--- config.mk ---
export PLATFORM = sky130hd
export DESIGN_NAME = vote_logger
export DESIGN_NICKNAME = d
export VERILOG_FILES = /design/src/rtl/vote_logger.sv
export SDC_FILE = /design/constraint.sdc
export NUM_CORES = 1
export LEC_CHECK = 0
export ABC_CLOCK_PERIOD_IN_PS = 5320
export BUFFER_PORTS_ARGS = -buffer_cell sky130_fd_sc_hd__clkbuf_2
export CORE_ASPECT_RATIO = 0.5
export CORE_UTILIZATION = 62
export CTS_CLUSTER_DIAMETER = 100
export CTS_CLUSTER_SIZE = 8
export DETAILED_ROUTE_END_ITERATION = 8
export GPL_ROUTABILITY_DRIVEN = 0
export PLACE_DENSITY = 0.85
export SKIP_CTS_REPAIR_TIMING = 1
export SLEW_MARGIN = 20
export SYNTH_ARGS = -nofsm -noshare
export SYNTH_HDL_FRONTEND = slang
export SYNTH_SLANG_ARGS = --single-unit
--- constraint.sdc ---
create_clock -name clock -period 5.32 [get_ports clock]
set_input_delay 1.064 -clock clock [delete_from_list [all_inputs] [get_ports clock]]
set_output_delay 1.064 -clock clock [all_outputs]
set_load 0.01 [all_outputs]
--- src/rtl/vote_logger.sv ---
// Six-candidate ballot logger: one vote per clean single-button press, then a
// fixed lockout and a wait-for-release before the next ballot is taken.
module vote_logger #(
    parameter int LOCKOUT_CYCLES = 100000000
) (
    input  logic       clock,
    input  logic       reset,
    input  logic       mode,
    input  logic       candidate1_button_pressed,
    input  logic       candidate2_button_pressed,
    input  logic       candidate3_button_pressed,
    input  logic       candidate4_button_pressed,
    input  logic       candidate5_button_pressed,
    input  logic       candidate6_button_pressed,
    output logic [7:0] candidate1_vote,
    output logic [7:0] candidate2_vote,
    output logic [7:0] candidate3_vote,
    output logic [7:0] candidate4_vote,
    output logic [7:0] candidate5_vote,
    output logic [7:0] candidate6_vote,
    output logic       valid_vote_casted,
    output logic       invalid_attempt,
    output logic       busy
);

    // state        | meaning
    // IDLE         | ready; buttons sampled every edge when mode=0
    // LOCKOUT      | counting down after an accepted vote, buttons ignored
    // WAIT_RELEASE | holding until every button is low
    typedef enum logic [1:0] {
        IDLE         = 2'd0,
        LOCKOUT      = 2'd1,
        WAIT_RELEASE = 2'd2
    } state_t;

    localparam logic [30:0] LOCK_LOAD = 31'(LOCKOUT_CYCLES - 1);

    state_t      state;
    state_t      state_next;
    logic [30:0] lock_cnt;
    logic [5:0]  btn;
    logic [7:0]  tally [6];
    logic        single_press;
    logic        multi_press;
    logic        accept;
    logic        reject;

    assign btn = {candidate6_button_pressed, candidate5_button_pressed,
                  candidate4_button_pressed, candidate3_button_pressed,
                  candidate2_button_pressed, candidate1_button_pressed};

    assign single_press = (btn != 6'd0) && ((btn & (btn - 6'd1)) == 6'd0);
    assign multi_press  = (btn != 6'd0) && !single_press;

    always_ff @(posedge clock) begin
        if (reset) begin
            state             <= IDLE;
            lock_cnt          <= '0;
            valid_vote_casted <= 1'b0;
            invalid_attempt   <= 1'b0;
            for (int i = 0; i < 6; i++) tally[i] <= 8'h00;
        end else begin
            state             <= state_next;
            valid_vote_casted <= accept;
            invalid_attempt   <= reject;
            if (accept)
                lock_cnt <= LOCK_LOAD;
            else if (state == LOCKOUT && lock_cnt != 31'd0)
                lock_cnt <= lock_cnt - 31'd1;
            // Saturate at 255; the vote still counts as accepted.
            for (int i = 0; i < 6; i++)
                if (accept && btn[i] && tally[i] != 8'hFF)
                    tally[i] <= tally[i] + 8'd1;
        end
    end

    always_comb begin
        state_next = state;
        case (state)
            IDLE: begin
                if (!mode && single_press)
                    state_next = LOCKOUT;
                else if (!mode && multi_press)
                    state_next = WAIT_RELEASE;
            end
            LOCKOUT: begin
                if (lock_cnt == 31'd0)
                    state_next = WAIT_RELEASE;
            end
            WAIT_RELEASE: begin
                if (btn == 6'd0)
                    state_next = IDLE;
            end
            default: state_next = IDLE;
        endcase
    end

    always_comb begin
        accept = 1'b0;
        reject = 1'b0;
        if (state == IDLE && !mode) begin
            accept = single_press;
            reject = multi_press;
        end
    end

    assign busy            = (state != IDLE);
    assign candidate1_vote = tally[0];
    assign candidate2_vote = tally[1];
    assign candidate3_vote = tally[2];
    assign candidate4_vote = tally[3];
    assign candidate5_vote = tally[4];
    assign candidate6_vote = tally[5];

endmodule

==> results_dict.tcl <==
set metrics [dict create \
    fin_tns_setup_ns 0 \
    syn_inst 437 \
    top_layer "met4" \
    fin_crit_sh 0.629 \
    ys_seq_area_frac 0.487 \
    skew_ns 0.00602 \
    p_sw_frac 0.263 \
    wl_met1_um 4260 \
    hp-class "reg2reg" \
    synthFlopType "edfxtp_1" \
    nets 508 \
    crit_chain "clkbuf_2 -> or4_1 -> nor2_1 -> o21ai_0 -> and2_1 -> o21bai_1" \
    path_clk_slew_ns 0.06 \
    status "completed" \
    critPathBufInv 1 \
    arrival_ns 3.32 \
    clockRootBuffer "clkbuf_16" \
    clock_latency_ns 0.34 \
    firstDrtPassIters 5 \
    synth_top_cells_by_count "48 x edfxtp_1, 42 x nor2_1, 35 x dfxtp_1, 31 x nor3_1, 30 x xor2_1" \
    clkSinkCount 83 \
    path_max_fanout 26 \
    grt_pass1_vias 2930 \
    rows 21 \
    htreeDepth 3 \
    relSlewSlack 0.302 \
    wl_per_cell_um 15.3 \
    synth.largest_area_cell "edfxtp_1" \
    pwr-share-clk 0.397 \
    wl_met2_um 4150 \
    cap_violations 0 \
    ant_nets 0 \
    drive_gt1_frac 0.183 \
    yosysUniqueCellTypes 51 \
    combPwrFrac 0.129 \
    dieHeight_um 61.6 \
    dpl.hpwl_um 6010 \
    portBuffers 59 \
    peakVddDrop_mv 0.238 \
    coreArea_um2 6780 \
    grtUsageTotal 0.247 \
    die_w_um 121 \
    async_flop_share 0 \
    p_int_w 0.00114 \
    p_leak_nw 1.88 \
    synth_edf_count 48 \
    die-area_um2 7460 \
    vias 3513 \
    drt-total-wl_um 9030 \
    crit_slowest_cell "o21bai_1" \
    grt_max_degree 29 \
    yosys_warnings 0 \
    pin_count 60 \
    grt-ovfl-total 0 \
    finalMaxSlewViolations 0 \
    critical-path-top-delay-family "simple AND/OR/NAND/NOR gates" \
    max_freq_mhz 299 \
    worstSetupPathType "in2reg" \
    required_ns 5.29 \
    syn_nets 453 \
    drcViolationCount 0 \
    viasPerCell 5.96 \
    grt_setup_unrepaired "false" \
    ys_seq_elements 83 \
    grt_pass1_wl_um 13900 \
    worstMarginPinSlew_ns 1.05 \
    synth_top_cell_area_share 0.328 \
    finalHoldViolations 0 \
    seq_power_share 0.474 \
    cts_inserted_buffers 9 \
    post-route-min-period_ns 3.34 \
    max_stage_delay_ns 0.75 \
    area_growth_pct 14.2 \
    yosysMostFrequentCell "edfxtp_1" \
    start_util 0.649 \
    cts_tree "built" \
    hold_ws_ns 0.448 \
    insertedDiodeCount 0 \
    grt_antenna_before_repair 0 \
    powerDensity_nw_per_um2 308 \
    worstSetupStartpointType "input pin" \
    syn_area_per_cell_um2 10.1 \
    synth_area_leaders "edfxtp_1 33%, dfxtp_1 16%, xor2_1 6.0%" \
    netlist_area_um2 4400 \
    drtIter0Drc 273 \
    endpoint_kind "flop" \
    p_switching_w 0.000407 \
    wl_met3_um 565 \
    setup_violations 0 \
    cts.path.max_buffers 2 \
]
-- power groups by stage --
stage,Clock (W),Combinational (W),Sequential [W]
3_3_place_gp,0,0.000193,0.000744
6_report,0.000615,0.000200,0.000733
4_1_cts,0.000628,0.000199,0.000732
2_1_floorplan,0,0.000143,0.000747
5_1_grt,0.000651,0.000219,0.000737
3_5_place_dp,0,0.000197,0.000746
-- cell type report --
type / count / area, um^2
Clock buffer: 9 / 225
Clock inverter: 7 / 75.1
Fill cell: 470 / 1750
Inverter: 12 / 45.0
Multi-Input combinational cell: 326 / 2120
Sequential cell: 83 / 2140
Tap cell: 92 / 115
Timing Repair Buffer: 60 / 303
-- registers in the layout, indices dropped and copies added, names as in the netlist --
signal             count
valid_vote_casted      1
tally                 48
lock_cnt              31
invalid_attempt        1
state                  2
-- cells by family after synthesis --
family	share of synthesized area
muxes	0.00483
adders and majority gates	0.0222
xor gates and xnor gates	0.0896
buffers and inverters	0.0310
AOI/OAI and AO/OA	0.131
DFF	0.487
and+or+nand+nor	0.234
-- per-layer routing --
| metal | vias up | global-route usage |
|---|---|---|
| met4 | 0 | 0.0600 |
| li1 | 1762 | - |
| met5 | - | 0 |
| met2 | 101 | 0.404 |
| met3 | 6 | 0.0759 |
| met1 | 1644 | 0.327 |
-- cells in the final DEF, fill, tap and decap left out, drive strengths merged, types with 2 or more instances in the layout --
master | synthesis | final
nor2 | 42 | 42
clkinvlp | 0 | 2
clkinv | 0 | 2
inv | 12 | 14
clkbuf | 11 | 68
o21ai | 18 | 18
o21a | 4 | 4
nor4 | 5 | 5
nand2 | 14 | 14
o21bai | 6 | 6
nor2b | 3 | 3
o31ai | 10 | 10
or2 | 5 | 5
ha | 7 | 7
or3 | 16 | 16
o2111ai | 2 | 2
o41ai | 4 | 4
dfxtp | 35 | 35
nor3 | 32 | 32
nand3 | 28 | 28
nand2b | 4 | 4
a21oi | 22 | 22
xor2 | 30 | 30
o211ai | 5 | 5
or4 | 19 | 19
and3 | 8 | 8
edfxtp | 48 | 48
xnor2 | 15 | 15
a31oi | 11 | 11
nand3b | 2 | 2
-- worst paths after layout --
check	start	slack, ns	endpoint	cells after the start
max	candidate3_button_pressed	1.98	tally[4][7]	6
min reg2reg	lock_cnt[30]	0.45	lock_cnt[30]	2
max reg2reg	lock_cnt[26]	2.48	lock_cnt[1]	5
min	lock_cnt[30]	0.45	lock_cnt[30]	2
-- per-stage QoR --
stage	total power, W	cell area (um^2)	utilization	cells	setup WS (ns)
after floorplan	0.000891	4400	-	437	2.24
after global placement	0.000937	4730	0.697	573	1.73
after detailed placement	0.000943	4730	0.697	573	1.65
after CTS	0.00156	5030	0.741	589	2.01
after global routing	0.00161	5030	0.741	589	1.85
final	0.00155	5030	0.741	589	1.98
-- tightest hold or removal path, stage by stage, from the launching register on --
cell     delay (ns)
dfxtp_1        0.30
o21ai_0        0.07
nor2_1         0.04
No activity file was read; power rests on OpenSTA's default activity.
